`config.mk`:
```
export PLATFORM = sky130hd
export DESIGN_NAME = ghash_64_flat
export DESIGN_NICKNAME = d
export VERILOG_FILES = /design/src/rtl/gcm64_pkg.sv /design/src/rtl/ghash_64_if.sv /design/src/rtl/gf64_mul_step.sv /design/src/rtl/ghash_64.sv /design/src/flat_wrapper.sv
export SDC_FILE = /design/constraint.sdc
export NUM_CORES = 1
export LEC_CHECK = 0
export CAP_MARGIN = 20
export CORE_MARGIN = 2
export CORE_UTILIZATION = 55
export DETAILED_ROUTE_END_ITERATION = 10
export HOLD_SLACK_MARGIN = 0.03
export PLACE_DENSITY_LB_ADDON = 0.1
export REMOVE_ABC_BUFFERS = 1
export SLEW_MARGIN = 20
export SYNTH_ARGS = -nofsm -noshare
export SYNTH_HDL_FRONTEND = slang
export SYNTH_SLANG_ARGS = --single-unit
```
`constraint.sdc`:
```
create_clock -name clk -period 2.65 [get_ports clk]
set_clock_uncertainty 0.15 [all_clocks]
set_input_delay 0.265 -clock clk [delete_from_list [all_inputs] [get_ports clk]]
set_output_delay 0.265 -clock clk [all_outputs]
set_load 0.01 [all_outputs]
```
`src/rtl/gcm64_pkg.sv`:
```
// Shared definitions for the 64-bit GCM datapath: FSM states, block width and
// reduction polynomial.
package gcm64_pkg;

    localparam int unsigned BLK_W = 64;
    localparam int unsigned CNT_W = 32;
    localparam logic [BLK_W-1:0] GCM64_POLY = 64'h000000000000001B;

    typedef enum logic [1:0] {
        IDLE = 2'd0,
        MUL  = 2'd1,
        LEN  = 2'd2,
        DONE = 2'd3
    } state_t;

endpackage

```
`src/rtl/ghash_64_if.sv`:
```
// Control, block-stream handshake and tag bus of the GHASH core.
interface ghash_64_if;
    import gcm64_pkg::*;

    logic             h_load;
    logic [BLK_W-1:0] h_in;
    logic             start;
    logic             in_valid;
    logic             in_ready;
    logic [BLK_W-1:0] in_data;
    logic             in_last;
    logic             tag_valid;
    logic [BLK_W-1:0] tag_out;
    logic             busy;

    // Source side: drives subkey, blocks and control strobes.
    modport master (
        output h_load, h_in, start, in_valid, in_data, in_last,
        input  in_ready, tag_valid, tag_out, busy
    );

    // Core side.
    modport slave (
        input  h_load, h_in, start, in_valid, in_data, in_last,
        output in_ready, tag_valid, tag_out, busy
    );

endinterface

```
`src/rtl/gf64_mul_step.sv`:
```
// One digit of the MSB-first GF(2^64) multiply: DIGIT rounds of
// Z = Z*x mod P, then Z ^= H when the multiplier bit is set.
module gf64_mul_step
    import gcm64_pkg::*;
#(
    parameter int unsigned      DIGIT = 1,
    parameter logic [BLK_W-1:0] POLY  = GCM64_POLY
) (
    input  logic [BLK_W-1:0] z,
    input  logic [BLK_W-1:0] h,
    input  logic [DIGIT-1:0] a,
    output logic [BLK_W-1:0] z_next
);

    // Unrolled shift/reduce/accumulate, highest multiplier bit first.
    always_comb begin
        z_next = z;
        for (int j = int'(DIGIT) - 1; j >= 0; j--) begin
            z_next = {z_next[BLK_W-2:0], 1'b0} ^ (z_next[BLK_W-1] ? POLY : '0);
            if (a[j]) begin
                z_next = z_next ^ h;
            end
        end
    end

endmodule

```
`src/rtl/ghash_64.sv`:
```
// GHASH over GF(2^64): Y_i = (Y_{i-1} ^ X_i) * H, digit-serial multiplier.
// Optional length block (bit length of the message) enabled by GHASH_LEN_BLOCK_EN.
module ghash_64
    import gcm64_pkg::*;
#(
    parameter int unsigned      DIGIT = 1,
    parameter logic [BLK_W-1:0] POLY  = GCM64_POLY
) (
    input  logic       clk,
    input  logic       reset,
    ghash_64_if.slave  bus
);

    localparam int unsigned STEP_W = 6;
    localparam int unsigned STEPS  = BLK_W / DIGIT;
    localparam logic [STEP_W-1:0] LAST_STEP = STEP_W'(STEPS - 1);

    state_t             state;
    state_t             state_next;
    logic [BLK_W-1:0]   y;
    logic [BLK_W-1:0]   h;
    logic [BLK_W-1:0]   hm;
    logic [BLK_W-1:0]   a;
    logic [BLK_W-1:0]   z;
    logic [BLK_W-1:0]   z_step;
    logic [BLK_W-1:0]   tag_q;
    logic               tag_valid_q;
    logic [CNT_W-1:0]   count;
    logic               last;
    logic [STEP_W-1:0]  step;
    logic               ready_c;
    logic               xfer_c;
    logic               mul_end_c;
    logic               mul_active_c;

    assign mul_active_c  = (state == MUL) || (state == LEN);
    assign bus.in_ready  = ready_c && !reset;
    assign bus.busy      = mul_active_c;
    assign bus.tag_valid = tag_valid_q;
    assign bus.tag_out   = tag_q;

    gf64_mul_step #(
        .DIGIT (DIGIT),
        .POLY  (POLY)
    ) u_step (
        .z      (z),
        .h      (hm),
        .a      (a[BLK_W-1 -: DIGIT]),
        .z_next (z_step)
    );

    // Next-state and handshake decode; start overrides everything.
    always_comb begin
        state_next = state;
        ready_c    = 1'b0;
        xfer_c     = 1'b0;
        mul_end_c  = 1'b0;
        case (state)
            IDLE: begin
                ready_c = !bus.start;
                xfer_c  = ready_c && bus.in_valid;
                if (xfer_c) begin
                    state_next = MUL;
                end
            end
            MUL: begin
                mul_end_c = (step == LAST_STEP);
                if (mul_end_c) begin
                    if (!last) begin
                        state_next = IDLE;
                    end else begin
`ifdef GHASH_LEN_BLOCK_EN
                        state_next = LEN;
`else
                        state_next = DONE;
`endif
                    end
                end
            end
`ifdef GHASH_LEN_BLOCK_EN
            LEN: begin
                mul_end_c = (step == LAST_STEP);
                if (mul_end_c) begin
                    state_next = DONE;
                end
            end
`endif
            DONE:    state_next = IDLE;
            default: state_next = IDLE;
        endcase
        if (bus.start) begin
            state_next = IDLE;
        end
    end

    // State register.
    always_ff @(posedge clk) begin
        if (reset) begin
            state <= IDLE;
        end else begin
            state <= state_next;
        end
    end

    // Datapath: subkey, accumulator, multiplier operands, block count and tag.
    always_ff @(posedge clk) begin
        if (reset) begin
            y           <= '0;
            h           <= '0;
            hm          <= '0;
            a           <= '0;
            z           <= '0;
            tag_q       <= '0;
            tag_valid_q <= 1'b0;
            count       <= '0;
            last        <= 1'b0;
            step        <= '0;
        end else begin
            tag_valid_q <= 1'b0;
            // New subkey only in IDLE; the multiply just launched keeps the old one.
            if ((state == IDLE) && bus.h_load) begin
                h <= bus.h_in;
            end
            if (bus.start) begin
                y     <= '0;
                count <= '0;
                last  <= 1'b0;
                step  <= '0;
                tag_q <= '0;
            end else if (xfer_c) begin
                a     <= y ^ bus.in_data;
                z     <= '0;
                hm    <= h;
                step  <= '0;
                last  <= bus.in_last;
                count <= count + CNT_W'(1);
            end else if (mul_active_c) begin
                z    <= z_step;
                a    <= a << DIGIT;
                step <= step + STEP_W'(1);
                if (mul_end_c) begin
                    y    <= z_step;
                    step <= '0;
                    if (state_next == DONE) begin
                        tag_q       <= z_step;
                        tag_valid_q <= 1'b1;
                    end
`ifdef GHASH_LEN_BLOCK_EN
                    if (state_next == LEN) begin
                        a <= z_step ^ {32'h0, CNT_W'(count << 6)};
                        z <= '0;
                    end
`endif
                end
            end
        end
    end

endmodule
```
`src/flat_wrapper.sv`:
```
// flat-port wrapper written by rule: the top's interface ports become plain ports
module ghash_64_flat import gcm64_pkg::*;
#(
    parameter int unsigned      DIGIT = 1,
    parameter logic [BLK_W-1:0] POLY  = GCM64_POLY
)
  (clk, reset, bus_h_load, bus_h_in, bus_start, bus_in_valid, bus_in_data, bus_in_last, bus_in_ready, bus_tag_valid, bus_tag_out, bus_busy);
  ghash_64_if bus_i ();
  input  logic clk;
  input  logic reset;
  input wire logic [$bits(bus_i.h_load)-1:0] bus_h_load;
  input wire logic [$bits(bus_i.h_in)-1:0] bus_h_in;
  input wire logic [$bits(bus_i.start)-1:0] bus_start;
  input wire logic [$bits(bus_i.in_valid)-1:0] bus_in_valid;
  input wire logic [$bits(bus_i.in_data)-1:0] bus_in_data;
  input wire logic [$bits(bus_i.in_last)-1:0] bus_in_last;
  output wire logic [$bits(bus_i.in_ready)-1:0] bus_in_ready;
  output wire logic [$bits(bus_i.tag_valid)-1:0] bus_tag_valid;
  output wire logic [$bits(bus_i.tag_out)-1:0] bus_tag_out;
  output wire logic [$bits(bus_i.busy)-1:0] bus_busy;
  assign bus_i.h_load = bus_h_load;
  assign bus_i.h_in = bus_h_in;
  assign bus_i.start = bus_start;
  assign bus_i.in_valid = bus_in_valid;
  assign bus_i.in_data = bus_in_data;
  assign bus_i.in_last = bus_in_last;
  assign bus_in_ready = bus_i.in_ready;
  assign bus_tag_valid = bus_i.tag_valid;
  assign bus_tag_out = bus_i.tag_out;
  assign bus_busy = bus_i.busy;
  ghash_64 #(.DIGIT(DIGIT), .POLY(POLY)) u_core (.clk(clk), .reset(reset), .bus(bus_i));
endmodule
```
==> impl_metrics.tcl <==
set metrics [dict create \
    outcome "completed" \
    wirelength_mm 40.8 \
    p_total_w 0.0131 \
    io_buffers 200 \
    h-tree-depth 2 \
    critPathCaptureType "output pin" \
    post-route-period-util 0.968 \
    wl_met2_mm 19.9 \
    num_rows 62 \
    tritoncts "built" \
    grt_max_degree 137 \
    start_util 0.559 \
    drive_gt1_frac 0.0839 \
    synth_ff_type "dfxtp_1" \
    final_net_count 2156 \
    r2r-start "u_core.state[0]$_SDFF_PP0_" \
    crit_fanout 8 \
    fin_crit_ns 2.57 \
    worst_slew_pin_slew_ns 0.831 \
    hold_end "u_core.h[2]$_SDFFE_PP0P_" \
    rsz0062_at_grt "false" \
    fmax_ghz 0.390 \
    dp_hpwl_mm 24.6 \
    holdCritPathClass "in -> reg" \
    synth-async-reset-ratio 0 \
    die_height_um 175 \
    reg2reg_to "u_core.y[38]$_SDFFE_PP0P_" \
    ir_drop_mv 0.504 \
    clockRootBuffer "clkbuf_16" \
    cts_setup_buffers 0 \
    drv_slew 0 \
    cts_max_path_buffers 3 \
    worst_ep_required_time_ns 2.24 \
    setup_viol 0 \
    syn-cell-area_sq_um 16000 \
    drc 0 \
    hold_depth 3 \
    gp_congestion 0.819 \
    hold_path_startpoint "bus_h_in[2]" \
    power.density_nw_per_um2 665 \
    core_sq_um 28700 \
    ys_seq_elements 394 \
    crit_arrival_ns 2.15 \
    overflow 0 \
    routed.top_layer "met5" \
    io_pins 201 \
    synth_cell_types 38 \
    place_area_sq_um 18300 \
    worstSetupPathType "reg -> out" \
    final-instance-count-excl-fill 2434 \
    total_leakage_power_nw 6.66 \
    met3_length_mm 2.06 \
    yosysWarnings 0 \
    dieWidth_um 175 \
    synth_area_leaders "dfxtp_1 (49%), nand2_1 (12%), a21oi_1 (8.2%)" \
    reg2reg_slack_ns 0.22 \
    r2r_cells 7 \
    viasPerCell 5.46 \
    syn_avg_cell_area_sq_um 8.44 \
    synth_top_area_cell "dfxtp_1" \
    pre_cts_slack_ns 0.223 \
    final_area_sq_um 19800 \
    syn_to_final_growth_pct 23.1 \
    slew-limit-headroom 0.446 \
    cap_violations 0 \
    synth-edff-count 0 \
    grt_pass1_vias 13000 \
    dp.cells 2359 \
    wl_per_cell_um 16.8 \
    clk_pin_slew_worst_paths_ns 0.06 \
    insertion_delay_ns 0.52 \
    cts_resized 0 \
    yosysTopAreaCellShare 0.492 \
    drtPass1Iterations 5 \
    drtIter0Drc 779 \
    grtUsageTotal 0.265 \
    cts_buffers 41 \
    ant_nets 0 \
    hold_violations 0 \
    dieArea_sq_um 30600 \
    yosysSeqAreaShare 0.492 \
    grt_pass1_wl_mm 66.4 \
    synth_cells 1900 \
    antenna_found_initial 2 \
    drt-met1-wl_mm 18.1 \
    clock-sinks 394 \
    vias 13300 \
    cp-start-kind "flop" \
    fin_ws_ns 0.0841 \
]
==> report_power, final <==
| group | switching, W | leakage [nW] | internal (W) |
|---|---|---|---|
| clock | 0.00234 | 0.697 | 0.00362 |
| sequential | 0.000114 | 3.20 | 0.00611 |
| combinational | 0.000545 | 2.77 | 0.000417 |
| total | 0.00300 | 6.66 | 0.0101 |
==> state kept, by name, indices dropped and copies added (netlist names) <==
signal                cells
u_core.bus.tag_out       64
u_core.bus.tag_valid      1
u_core.state              2
u_core.h                 64
u_core.hm                64
u_core.step               6
u_core.z                 64
u_core.y                 64
u_core.a                 64
u_core.last               1
==> routing by layer <==
layer	vias up	global-route usage
li1	6608	-
met1	6307	0.349
met2	323	0.457
met3	58	0.0385
met4	2	0.0705
met5	-	0
==> worst max path at each step <==
stage                          startpoint                        end  slack (ns)  depth (start not counted)
2_1_floorplan  u_core.state[0]$_SDFF_PP0_  u_core.a[10]$_SDFFE_PP0P_       -5.21                          5
3_3_place_gp                    bus_start  u_core.y[40]$_SDFFE_PP0P_        0.25                          6
3_5_place_dp                    bus_start  u_core.a[53]$_SDFFE_PP0P_        0.22                          6
4_1_cts        u_core.state[0]$_SDFF_PP0_                   bus_busy        0.08                          4
5_1_grt        u_core.state[0]$_SDFF_PP0_                   bus_busy        0.02                          4
6_report       u_core.state[0]$_SDFF_PP0_                   bus_busy        0.08                          4
==> synthesized netlist by cell type (5+ instances only) <==
library cell / instances
dfxtp_1: 394
xnor2_1: 5
a211oi_2: 57
a311oi_1: 63
clkbuf_1: 112
nor2_1: 132
buf_4: 6
buf_1: 14
a211oi_1: 65
nand3_1: 6
buf_2: 17
buf_6: 8
a21oi_1: 262
nand2b_1: 62
nand2_1: 529
xor2_1: 131
==> area by class of cell <==
| cell class | instances | area (sq um) |
|---|---|---|
| Antenna cell | 1 | 2.50 |
| Tap cell | 384 | 480 |
| Clock inverter | 16 | 220 |
| Timing Repair Buffer | 233 | 2470 |
| Sequential cell | 394 | 7890 |
| Multi-Input combinational cell | 1346 | 7500 |
| Fill cell | 2389 | 8940 |
| Inverter | 3 | 11.3 |
| Clock buffer | 57 | 1190 |
==> through the flow <==
step | setup TNS (ns) | hold slack [ns] | utilization
5_1_grt | 0 | 0.134 | 0.688
3_3_place_gp | 0 | 0.285 | 0.639
2_1_floorplan | -1052.38 | 0.184 | -
6_report | 0 | 0.135 | 0.688
4_1_cts | 0 | 0.117 | 0.688
3_5_place_dp | 0 | 0.293 | 0.639
==> worst max-delay path, cell delays in order (launching register included) <==
cell and delay [ns]:
dfxtp_1 0.40, inv_1 0.06, ha_1 0.39, buf_4 0.22
clkdlybuf4s50_1 0.55
==> cell usage in the layout (no fill, tap or decap), types with 10 or more instances in the layout <==
cell,netlist,layout
clkbuf_16,0,41
nor2_1,132,131
clkbuf_8,0,10
nand2b_1,62,61
buf_4,6,15
dfxtp_1,394,393
clkdlybuf4s50_1,0,199
xor2_1,131,131
a21oi_1,262,262
a311oi_1,63,63
nand2_1,529,528
a211oi_2,57,57
a211oi_1,65,65
buf_12,0,17
==> kinds of logic after synthesis <==
logic type,share of synthesized area
compound gates,0.197
xor+xnor,0.0742
fa+ha+maj,0.00234
buf+inv,0.0439
flops,0.492
mux,0.000624
simple gates,0.191
==> timing repair <==
| action | 4_1_cts | 5_1_grt |
|---|---|---|
| endpoints found under the hold margin | 1 | 0 |
| setup endpoints to repair | 0 | 0 |
| hold buffers | 1 | 0 |
(Power assumes the default switching activity.)
